<file path="src/rtl/pipe_stage_reg_if.sv">
// Handshake bundle for pipe_stage_reg: upstream valid/ready/data, downstream
// valid/ready/data and the stage flush. slave = the stage, master = its environment.
interface pipe_stage_reg_if #(
   parameter int unsigned WIDTH = 32
);
   logic             in_valid;
   logic [WIDTH-1:0] in_data;
   logic             in_ready;
   logic             out_valid;
   logic [WIDTH-1:0] out_data;
   logic             out_ready;
   logic             flush;

   modport slave (
      input  in_valid, in_data, out_ready, flush,
      output in_ready, out_valid, out_data
   );

   modport master (
      output in_valid, in_data, out_ready, flush,
      input  in_ready, out_valid, out_data
   );
endinterface

</file>
<file path="src/rtl/pipe_stage_reg.sv">
// Pipeline stage register with valid/ready handshake and a 2-entry skid buffer.
// Optional saturating stall/bubble counters when PIPE_STAGE_PERF_CNT_EN is defined.
module pipe_stage_reg #(
   parameter int unsigned     WIDTH      = 32,
   parameter logic [WIDTH-1:0] RESET_DATA = '0
`ifdef PIPE_STAGE_PERF_CNT_EN
   ,
   parameter int unsigned     CNT_W      = 16
`endif
) (
   input logic             clk,
   input logic             rst,
   pipe_stage_reg_if.slave bus
`ifdef PIPE_STAGE_PERF_CNT_EN
   ,
   output logic [CNT_W-1:0] stall_cnt,
   output logic [CNT_W-1:0] bubble_cnt
`endif
);

   logic             out_valid_q, out_valid_d;
   logic [WIDTH-1:0] out_data_q,  out_data_d;
   logic             skid_valid_q, skid_valid_d;
   logic [WIDTH-1:0] skid_data_q,  skid_data_d;
   logic             in_ready_c;
   logic             accept_c;

   // in_ready comes straight from the skid flop; rst only masks it
   assign in_ready_c = ~skid_valid_q & ~rst;
   assign accept_c   = bus.in_valid & in_ready_c;

   assign bus.in_ready  = in_ready_c;
   assign bus.out_valid = out_valid_q;
   assign bus.out_data  = out_data_q;

   always_comb begin
      out_valid_d  = out_valid_q;
      out_data_d   = out_data_q;
      skid_valid_d = skid_valid_q;
      skid_data_d  = skid_data_q;
      if (bus.flush) begin
         out_valid_d  = 1'b0;
         skid_valid_d = 1'b0;
      end else if (~out_valid_q | bus.out_ready) begin
         if (skid_valid_q) begin
            out_valid_d  = 1'b1;
            out_data_d   = skid_data_q;
            skid_valid_d = 1'b0;
         end else if (accept_c) begin
            out_valid_d = 1'b1;
            out_data_d  = bus.in_data;
         end else begin
            out_valid_d = 1'b0;
         end
      end else if (accept_c) begin
         skid_valid_d = 1'b1;
         skid_data_d  = bus.in_data;
      end
   end

   always_ff @(posedge clk) begin
      if (rst) begin
         out_valid_q  <= 1'b0;
         out_data_q   <= RESET_DATA;
         skid_valid_q <= 1'b0;
         skid_data_q  <= '0;
      end else begin
         out_valid_q  <= out_valid_d;
         out_data_q   <= out_data_d;
         skid_valid_q <= skid_valid_d;
         skid_data_q  <= skid_data_d;
      end
   end

`ifdef PIPE_STAGE_PERF_CNT_EN
   logic [CNT_W-1:0] stall_cnt_q,  stall_cnt_d;
   logic [CNT_W-1:0] bubble_cnt_q, bubble_cnt_d;

   // Saturating counters; flush does not clear them
   always_comb begin
      stall_cnt_d  = stall_cnt_q;
      bubble_cnt_d = bubble_cnt_q;
      if (out_valid_q && !bus.out_ready && (stall_cnt_q != '1)) begin
         stall_cnt_d = stall_cnt_q + CNT_W'(1);
      end
      if (!out_valid_q && (bubble_cnt_q != '1)) begin
         bubble_cnt_d = bubble_cnt_q + CNT_W'(1);
      end
   end

   always_ff @(posedge clk) begin
      if (rst) begin
         stall_cnt_q  <= '0;
         bubble_cnt_q <= '0;
      end else begin
         stall_cnt_q  <= stall_cnt_d;
         bubble_cnt_q <= bubble_cnt_d;
      end
   end

   assign stall_cnt  = stall_cnt_q;
   assign bubble_cnt = bubble_cnt_q;
`endif

endmodule

</file>
<file path="src/flat_wrapper.sv">
// flat-port wrapper written by rule: the top's interface ports become plain ports
module pipe_stage_reg_flat 
#(
   parameter int unsigned     WIDTH      = 32,
   parameter logic [WIDTH-1:0] RESET_DATA = '0

)
  (clk, rst, bus_in_valid, bus_in_data, bus_out_ready, bus_flush, bus_in_ready, bus_out_valid, bus_out_data);
  pipe_stage_reg_if #(.WIDTH(WIDTH)) bus_i ();
  input logic clk;
  input logic rst;
  input wire logic [$bits(bus_i.in_valid)-1:0] bus_in_valid;
  input wire logic [$bits(bus_i.in_data)-1:0] bus_in_data;
  input wire logic [$bits(bus_i.out_ready)-1:0] bus_out_ready;
  input wire logic [$bits(bus_i.flush)-1:0] bus_flush;
  output wire logic [$bits(bus_i.in_ready)-1:0] bus_in_ready;
  output wire logic [$bits(bus_i.out_valid)-1:0] bus_out_valid;
  output wire logic [$bits(bus_i.out_data)-1:0] bus_out_data;
  assign bus_i.in_valid = bus_in_valid;
  assign bus_i.in_data = bus_in_data;
  assign bus_i.out_ready = bus_out_ready;
  assign bus_i.flush = bus_flush;
  assign bus_in_ready = bus_i.in_ready;
  assign bus_out_valid = bus_i.out_valid;
  assign bus_out_data = bus_i.out_data;
  pipe_stage_reg #(.WIDTH(WIDTH), .RESET_DATA(RESET_DATA)) u_core (.clk(clk), .rst(rst), .bus(bus_i));
endmodule
</file>
<file path="config.mk">
export PLATFORM = sky130hd
export DESIGN_NAME = pipe_stage_reg_flat
export DESIGN_NICKNAME = d
export VERILOG_FILES = /design/src/rtl/pipe_stage_reg_if.sv /design/src/rtl/pipe_stage_reg.sv /design/src/flat_wrapper.sv
export SDC_FILE = /design/constraint.sdc
export NUM_CORES = 1
export LEC_CHECK = 0
export ABC_AREA = 1
export CAP_MARGIN = 0
export CORE_MARGIN = 1.5
export CORE_UTILIZATION = 40
export DETAILED_ROUTE_END_ITERATION = 6
export GPL_ROUTABILITY_DRIVEN = 0
export PLACE_DENSITY_LB_ADDON = 0.2
export SKIP_LAST_GASP = 1
export SLEW_MARGIN = 20
export SYNTH_ARGS = -nofsm -noshare
export SYNTH_HDL_FRONTEND = slang
export SYNTH_SLANG_ARGS = --single-unit
</file>
<file path="constraint.sdc">
create_clock -name clk -period 2 [get_ports clk]
set_clock_uncertainty 0.15 [all_clocks]
set_input_delay 0.4 -clock clk [delete_from_list [all_inputs] [get_ports clk]]
set_output_delay 0.4 -clock clk [all_outputs]
set_load 0.01 [all_outputs]
</file>
Word-level counts from Yosys, hierarchy flattened
Cells that the tools add are included.
Storage, ports and cells
  bits in latches: 0
  word-level logic and storage cells: 21
  flip-flop bits (word level): 66
  bits in writable memories: 0
  input port bits: 37
  bits in read-only memories: 0
  memories kept: 0
  output and inout bits: 34
Cells by class
  shifts and indexed selects: 0
  reduce and logical (&&, ||, !) cells: 5
  equal/unequal tests: 0
  add/sub/neg operators: 0
  multiply operators: 0
  magnitude comparators: 0
  divide/modulo/power cells: 0
  muxes and demuxes: 4
  bitwise gates (word level): 8
Operator list (count)
  $mux 32: 2
  $reduce_and 3->1: 2
  $not 1->1: 5
  $reduce_or 3->1: 1
  $and 1x1->1: 2
  $mux 1: 2
  $reduce_bool 2->1: 1
  $reduce_or 2->1: 1
  $or 1x1->1: 1

Depth between registers and ports, before layout
Gate-level depths: netlist (run 1).
  depth in word-level cells: 5
  gate-level depth with buffers: 8
  gate-level depth less buffers: 6

Least setup slack after synthesis (run 1)
No wires, ideal clock.
  path kind: input port to flip-flop
  start: in bus_out_ready
  end: reg u_core.skid_data_q[0]
  path slack: 668 ps
  buffers on the path: 1
  arrival: 1069 ps
  data required time: 1737 ps
  cell stages on the path: 7
  library setup time: 113 ps
  cell sequence: inv_1 nand2_1 nor2_1 buf_2 nand3_1 nand2_1 nor2_1
Between the ends
  word-level cells in the longest chain between the ends: 3
Ends and longest elaborated chain
  start, declared: RTL line flat_wrapper.sv:14  | input wire logic [$bits(bus_i.out_ready)-1:0] bus_out_ready;
  $or 1x1->1: RTL line pipe_stage_reg.sv:44  | end else if (~out_valid_q | bus.out_ready) begin
  $not 1->1 (no source line)
  $reduce_and 3->1 (no source line)
  end signal, assigned: RTL line pipe_stage_reg.sv:71  | skid_data_q <= skid_data_d;
  end, declared: RTL line pipe_stage_reg.sv:24  | logic [WIDTH-1:0] skid_data_q, skid_data_d;
Every way passes these cells.
A chain may end at the register's enable or synchronous reset.

Worst setup path in the final report (run 1)
  start: reg u_core.out_valid_q (netlist: u_core.bus.out_valid)
  end: out bus_out_valid
RTL lines
  start, declared: RTL line pipe_stage_reg.sv:21  | logic out_valid_q, out_valid_d;
  start signal, assigned: RTL line pipe_stage_reg.sv:68  | out_valid_q <= out_valid_d;
  end, declared: RTL line flat_wrapper.sv:17  | output wire logic [$bits(bus_i.out_valid)-1:0] bus_out_valid;
No word-level cell between the ends.

==> results.md, run 1 <==
| Stage | Metric | Value |
| --- | --- | --- |
| run status | Status | complete, no violations |
| global route | Number of global-route vias before repair | 3,025 |
| finish | Antenna diode count | 0 |
| clock tree | Sink count of the clock tree | 66 |
| clock tree | Clock Tree Buf Depth | 2 |
| synthesis | Post-Synthesis Mean Instance Area | 6.07 sq um |
| finish | Number of fill cells in the layout | 788 |
| synthesis | Cells taking the most area after synthesis | dfxtp_1, nor2_1, nand2_1 |
| worst setup path | Startpoint class of the critical path | flop |
| hold path | Hold/Removal Path Class | reg2reg |
| global route | Antenna violations before repair | 0 |
| power and ir drop | Total power | 2.85 mW |
| worst setup path | Critical Path End Type | output pin |
| sta | Max Clk Rate | 525 MHz |
| worst setup path | Worst Setup Path Type | reg2out |
| placed design | DP Wirelength | 5140 um |
| worst setup path | Worst-case register-to-register setup slack | 0.44 ns |
| finish | Area added between synthesis and finish | 33.9% |
| hold path | Cell depth of the worst min-delay path | 2 |
| die | Floorplan die area | 8700 sq um |
| sta | Aggregate negative setup slack | 0 ns |
| synthesis | Mapped Cells | 537 |
| worst setup path | Reg2Reg Launch Point | u_core.skid_valid_q |
| synthesis | Number of enable flip-flop cells after synthesis | 0 |
| clock tree | CTS tree | yes |
| worst setup path | Chain of cells forming the critical path | clkdlybuf4s50_1 |
| synthesis | Share of async-settable or async-resettable flops after synthesis | 0 |
| worst setup path | Data arrival, critical path | 1.36 ns |
| die | Placeable core area | 7810 sq um |
| clock tree | Number of hold buffers added after CTS | 0 |
| finish | Fin nets | 642 |
| route | Routed length per placed instance | 10.8 um |
| global route | Wire length of the first global-routing pass | 13,400 um |
| clock tree | Clock buffers created by TritonCTS | 9 |
| sta | Rel. slew slack | 0.757 |
| synthesis | Fraction of synthesized cell area taken by the top area cell type | 0.406 |
| hold path | End point of the most critical hold path | u_core.bus.out_data[21] |
| synthesis | Top FF cell, synth | dfxtp_1 |
| die | Number of ports placed on the die boundary | 71 |
| sta | Final Hold Viols | 0 |
| route | Antenna violation net count after detailed routing | 0 |
| run | Number of max-cap violations | 0 |
| global route | Largest net degree at the start of global routing | 67 |
| worst setup path | FF-to-FF path depth | 6 |
| clock tree | Total number of H-tree levels | 3 |
| sta | Setup violations, final | 0 |
| worst setup path | Top cell family by delay on the critical path | buffers and inverters |
| power and ir drop | Power per unit of standard cell area | 654 nW/um^2 |
| route | Aggregate routed wire length | 7710 um |
| route | Length of the first detailed-routing pass in iterations | 5 |
| die | Vertical extent of the die | 93.3 um |
| die | Width of the chip | 93.3 um |
| worst setup path | Endpoint required time on the critical path | 1.45 ns |
| sta | Actual slew at the worst max-slew pin | 0.364 ns |
| sta | Part of the cycle the worst path needs | 0.953 |
| clock tree | Clock input transition at the sequential cells of the worst setup and hold paths | 0.07 ns |
| synthesis | Count of distinct cell types in the synthesized netlist | 16 |
| power and ir drop | Worst voltage drop across the vdd grid | 329 uV |
| synthesis | Mapped cell area | 3260 sq um |
| hold path | HP Start | u_core.bus.out_data[21] |
| placed design | Number of port buffers | 70 |
| worst setup path | Maximum net fanout on the critical path | 4 |
| synthesis | Sequential fraction of the synthesis area | 0.406 |
| die | Initial Utilization | 0.417 |
| worst setup path | Delay of the slowest critical-path stage | 0.59 ns |
| synthesis | Number of nets produced by synthesis | 574 |
| die | Rows | 32 |
| worst setup path | Standard cell with the maximum stage delay on the critical path | clkdlybuf4s50_1 |
| power and ir drop | Static Leak | 1.97 nW |
| sta | Unrepaired setup endpoints after global routing | no |
| synthesis | Synth Warn # | 0 |
| worst setup path | Crit Reg-Reg Endpoint | u_core.bus.out_data[0] |
| route | Vias per Instance | 4.62 |
| route | Drt first-iter violations | 137 |
| synthesis | Flip-flop and latch count after synthesis | 66 |
| clock tree | Worst skew pair latency | 0.34 ns |
| synthesis | Top cell type by total area after synthesis | dfxtp_1 |
| worst setup path | Crit path buf inv count | 1 |
| clock tree | Root buffer cell | clkbuf_8 |
| sta | Minimum period implied by the final worst setup slack | 1.91 ns |
| sta | Number of slew-limit violations in the final report | 0 |
| route | DRC violation count after routing | 0 |
| global route | Overall fraction of global-route tracks in use | 0.192 |
| global route | Overflow left after global routing | 0 |
| finish | Layout cell share with drive strength beyond 1 | 0.0754 |
| route | Count of vias placed by the detailed router | 3,288 |
| worst setup path | Worst setup path startpoint | u_core.bus.out_valid |
## state kept, by name (all words and copies together), names as in the netlist
signal                cells
u_core.skid_valid_q       1
u_core.bus.out_data      32
u_core.bus.out_valid      1
u_core.skid_data_q       32
## cell usage in the layout, fill, tap and decap left out, types with 9 or more instances in the layout
| cell type | netlist | layout |
|---|---|---|
| nor2_1 | 196 | 195 |
| nand2_1 | 102 | 102 |
| clkdlybuf4s50_1 | 0 | 69 |
| dfxtp_1 | 66 | 65 |
| nand3_1 | 64 | 64 |
| inv_1 | 39 | 39 |
| clkinv_1 | 28 | 28 |
| clkbuf_8 | 0 | 12 |
| buf_4 | 4 | 10 |
| buf_12 | 0 | 9 |
## cell usage after synthesis (2+ instances only)
library cell / instances
a21oi_1: 2
buf_1: 4
buf_2: 21
buf_4: 4
buf_6: 3
clkinv_1: 28
dfxtp_1: 66
inv_1: 39
inv_2: 3
nand2_1: 102
nand3_1: 64
nor2_1: 196
nor2_2: 2
## routing by layer
layer | vias to the layer above | global-route usage | wire length, um
li1 | 1720 | - | -
met5 | - | 0 | 0
met4 | 0 | 0.0770 | 151
met2 | 103 | 0.317 | 3610
met1 | 1446 | 0.238 | 3510
met3 | 19 | 0.0463 | 441
## kinds of logic after synthesis
| group | count (synthesis) | share of synthesized area |
|---|---|---|
| AO/OA/AOI/OAI | 3 | 0.00653 |
| buffers and inverters | 102 | 0.137 |
| flip-flops | 66 | 0.406 |
| AND/OR/NAND/NOR | 366 | 0.451 |
## how the worst max path moves through the flow
stage          slack (ns)                    end  cells after the start
3_5_place_dp        -0.04           bus_in_ready                      3
3_3_place_gp        -0.03           bus_in_ready                      3
4_1_cts              0.06          bus_out_valid                      1
2_1_floorplan        0.67  u_core.skid_data_q[0]                      7
5_1_grt              0.02          bus_out_valid                      1
6_report             0.09          bus_out_valid                      1
## layout make-up
class | instances | area, sq um | area share
Sequential cell | 66 | 1320 | 0.303
Multi-Input combinational cell | 369 | 1500 | 0.345
Clock inverter | 4 | 25.0 | 0.00574
Tap cell | 102 | 128 | 0.0293
Timing Repair Buffer | 89 | 955 | 0.219
Clock buffer | 12 | 165 | 0.0379
Inverter | 70 | 263 | 0.0602
## power by group
group	switching, mW	total [mW]	internal, mW	leakage (nW)
Sequential	0.0192	1.37	1.35	0.536
Clock	0.516	1.06	0.547	0.0944
Combinational	0.205	0.419	0.215	1.33
## stage by stage
step	util	hold WS [ns]	area, sq um	setup slack [ns]	std cells
floorplan	-	0.304	3260	0.668	537
global placement	0.534	0.311	4170	-0.0275	696
detailed placement	0.534	0.321	4170	-0.0374	696
CTS	0.559	0.335	4360	0.0625	712
global route	0.559	0.352	4360	0.0194	712
finish	0.559	0.331	4360	0.0935	712
## repair_timing
item / CTS / global route
gates resized for setup: 1 / 0
setup buffers: 0 / 0
endpoints found under the setup margin: 1 / 0
Power figures use the tool's default switching activity.
==> inputs of run 2 (changes only) <==
--- a/config.mk
+++ b/config.mk
@@ -11,6 +11,7 @@
 export CORE_UTILIZATION = 40
 export DETAILED_ROUTE_END_ITERATION = 6
 export GPL_ROUTABILITY_DRIVEN = 0
+export HOLD_SLACK_MARGIN = 0.08
 export PLACE_DENSITY_LB_ADDON = 0.2
 export SKIP_LAST_GASP = 1
 export SLEW_MARGIN = 20
==> results of run 2 <==
No change in the layout: final DEF, timing and power equal those of run 1.
==> inputs of run 3 (changes only) <==
--- a/config.mk
+++ b/config.mk
@@ -7,12 +7,13 @@
 export LEC_CHECK = 0
 export ABC_AREA = 1
 export CAP_MARGIN = 0
-export CORE_MARGIN = 1.5
+export CORE_ASPECT_RATIO = 1.2
 export CORE_UTILIZATION = 40
 export DETAILED_ROUTE_END_ITERATION = 6
 export GPL_ROUTABILITY_DRIVEN = 0
 export HOLD_SLACK_MARGIN = 0.08
 export PLACE_DENSITY_LB_ADDON = 0.2
+export SETUP_SLACK_MARGIN = 0.2
 export SKIP_LAST_GASP = 1
 export SLEW_MARGIN = 20
 export SYNTH_ARGS = -nofsm -noshare
==> run 3 against run 2 <==
  * The run now ends with design-rule violations left
  * Maximum frequency up 8.0%
  * Worst hold slack worse by 0.0026 ns
  * Sequential power about the same
  * Register-to-register slack better by 0.03 ns
  * Die area down 2.1%
  * First-iteration DRC count up 2.9%
==> results.md, run 3 (same netlist as run 1, synthesis figures left out) <==
| Stage | Metric | Value |
| --- | --- | --- |
| die | Rows | 35 |
| power and ir drop | Register share of total power | 0.469 |
| sta | Unrepaired setup endpoints after global routing | no |
| worst setup path | Startpoint class of the critical path | flop |
| route | Vias per Instance | 4.61 |
| sta | Part of the cycle the worst path needs | 0.883 |
| route | Count of vias placed by the detailed router | 3,225 |
| route | Drt first-iter violations | 141 |
| global route | Antenna violations before repair | 0 |
| sta | Actual slew at the worst max-slew pin | 0.428 ns |
| sta | Minimum period implied by the final worst setup slack | 1.77 ns |
| worst setup path | Critical Path End Type | output pin |
| clock tree | Clock Tree Buf Depth | 2 |
| clock tree | CTS tree | yes |
| finish | Commonest cells after routing, fill and taps aside | nor2_1, nand2_1, dfxtp_1, nand3_1, clkdlybuf4s50_1 |
| clock tree | Clock buffers created by TritonCTS | 9 |
| finish | Commonest non-fill, non-tap cell in the layout | nor2_1 |
| global route | Number of global-route vias before repair | 3,031 |
| power and ir drop | Worst voltage drop across the vdd grid | 325 uV |
| power and ir drop | Clock share of power | 0.393 |
| power and ir drop | Power Internal | 2.16 mW |
| route | Aggregate routed wire length | 7840 um |
| run status | Violations in the final reports | design-rule violations |
| finish | Area added between synthesis and finish | 34.1% |
| die | Floorplan die area | 8510 sq um |
| hold path | Cell depth of the worst min-delay path | 2 |
| power and ir drop | Static Leak | 2.33 nW |
| route | DRC violation count after routing | 6 |
| global route | Wire length of the first global-routing pass | 13,700 um |
| hold path | HP Start | u_core.bus.out_data[5] |
| route | Length of the first detailed-routing pass in iterations | 7 |
| route | Routed length per placed instance | 11.2 um |
| clock tree | Number of hold buffers added after CTS | 0 |
| die | Placeable core area | 7790 sq um |
| power and ir drop | Switching share of power | 0.260 |
| die | Number of ports placed on the die boundary | 71 |
| power and ir drop | Combinational share of power | 0.138 |
| clock tree | Buffers inserted during post-CTS setup optimization | 0 |
| clock tree | Clock input transition at the sequential cells of the worst setup and hold paths | 0.08 ns |
| power and ir drop | Net switching power of the design | 759 uW |
| worst setup path | Crit path buf inv count | 1 |
| route | Antenna violation net count after detailed routing | 0 |
| finish | Fin nets | 640 |
| power and ir drop | Power per unit of standard cell area | 669 nW/um^2 |
| sta | Max Clk Rate | 566 MHz |
| clock tree | Root buffer cell | clkbuf_8 |
| worst setup path | Worst-case register-to-register setup slack | 0.47 ns |
| clock tree | Sink count of the clock tree | 66 |
| clock tree | Total number of H-tree levels | 3 |
| worst setup path | Crit Reg-Reg Endpoint | u_core.bus.out_data[20] |
| worst setup path | Worst Setup Path Type | reg2out |
| sta | Rel. slew slack | 0.715 |
| clock tree | Worst skew pair latency | 0.34 ns |
| sta | Number of slew-limit violations in the final report | 0 |
| finish | Layout cell share with drive strength beyond 1 | 0.0724 |
| worst setup path | Top cell family by delay on the critical path | buffers and inverters |
| finish | Antenna diode count | 0 |
| sta | Final worst setup slack | 0.234 ns |
| worst setup path | FF-to-FF path depth | 6 |
| sta | Setup violations, final | 0 |
| global route | Overall fraction of global-route tracks in use | 0.201 |
| placed design | DP Wirelength | 5180 um |
| hold path | End point of the most critical hold path | u_core.bus.out_data[5] |
| worst setup path | Chain of cells forming the critical path | clkdlybuf4s50_1 |
| worst setup path | Delay of the slowest critical-path stage | 0.53 ns |
| sta | Final Hold Viols | 0 |
| power and ir drop | Total power | 2.92 mW |
| worst setup path | Endpoint required time on the critical path | 1.45 ns |
| run status | Status | finished, violations left |
| die | Width of the chip | 84.4 um |
| worst setup path | Maximum net fanout on the critical path | 2 |
| die | Vertical extent of the die | 101 um |
| worst setup path | Data arrival, critical path | 1.22 ns |
| worst setup path | Reg2Reg Launch Point | u_core.skid_valid_q |
| placed design | Number of port buffers | 70 |
| global route | Overflow left after global routing | 0 |
| hold path | Hold/Removal Path Class | reg2reg |
| run | Number of max-cap violations | 0 |
| worst setup path | Standard cell with the maximum stage delay on the critical path | clkdlybuf4s50_1 |
| global route | Largest net degree at the start of global routing | 67 |
| placed design | Minimum setup slack after placement | -0.0524 ns |
| die | Initial Utilization | 0.418 |
-- run 3: cell count changes in the layout (fill, tap and decap cells not counted), moves of 2 or more --
cell and delta:
buf_12 -2, clkbuf_8 -2, dlymetal6s2s_1 +22, dlygate4sd2_1 +2, clkdlybuf4s50_1 -25
-- run 3: metal layers --
metal	vias to the layer above	share of wire	global-route usage
met4	0	0.017	0.0900
met1	1424	0.44	0.231
met3	11	0.047	0.0311
met2	70	0.50	0.368
li1	1720	-	-
met5	-	0	0
-- run 3: how the worst max path moves through the flow --
stage | from | endpoint | slack [ns] | cells past startpoint
global route | u_core.bus.out_data[6] | bus_out_data[6] | 0.20 | 1
floorplan | bus_out_ready | u_core.skid_data_q[0] | 0.67 | 7
global placement | rst | bus_in_ready | -0.03 | 3
detailed placement | rst | bus_in_ready | -0.05 | 3
finish | u_core.bus.out_data[22] | bus_out_data[22] | 0.23 | 1
CTS | u_core.bus.out_data[29] | bus_out_data[29] | 0.20 | 1
-- run 3: metrics by stage --
step	hold WS (ns)	TNS, ns	instance area (sq um)	utilization	instances
2_1_floorplan	0.304	0	3260	-	537
3_3_place_gp	0.312	-0.0287	4110	0.528	684
3_5_place_dp	0.321	-0.0524	4110	0.528	684
4_1_cts	0.335	0	4310	0.553	700
5_1_grt	0.359	0	4370	0.560	700
6_report	0.328	0	4370	0.560	700
-- run 3: power by group through the flow --
stage | Sequential, mW | Clock (mW) | Combinational (mW)
detailed placement | 1.40 | 0 | 0.415
finish | 1.37 | 1.15 | 0.404
floorplan | 1.42 | 0 | 0.188
global placement | 1.40 | 0 | 0.411
CTS | 1.37 | 1.18 | 0.414
global route | 1.37 | 1.24 | 0.451
-- run 3: cell type report --
cell class | instances | area, sq um
tap | 92 | 115
clock inverter | 6 | 66.3
sequential | 66 | 1320
multi-input combinational | 369 | 1500
timing repair buffer | 87 | 967
clock buffer | 10 | 138
fill | 813 | 3430
inverter | 70 | 263
-- run 3: repair_timing --
action | CTS | global route
resized for setup | 4 | 23
setup endpoints to repair | 4 | 23
pin swaps | 0 | 0
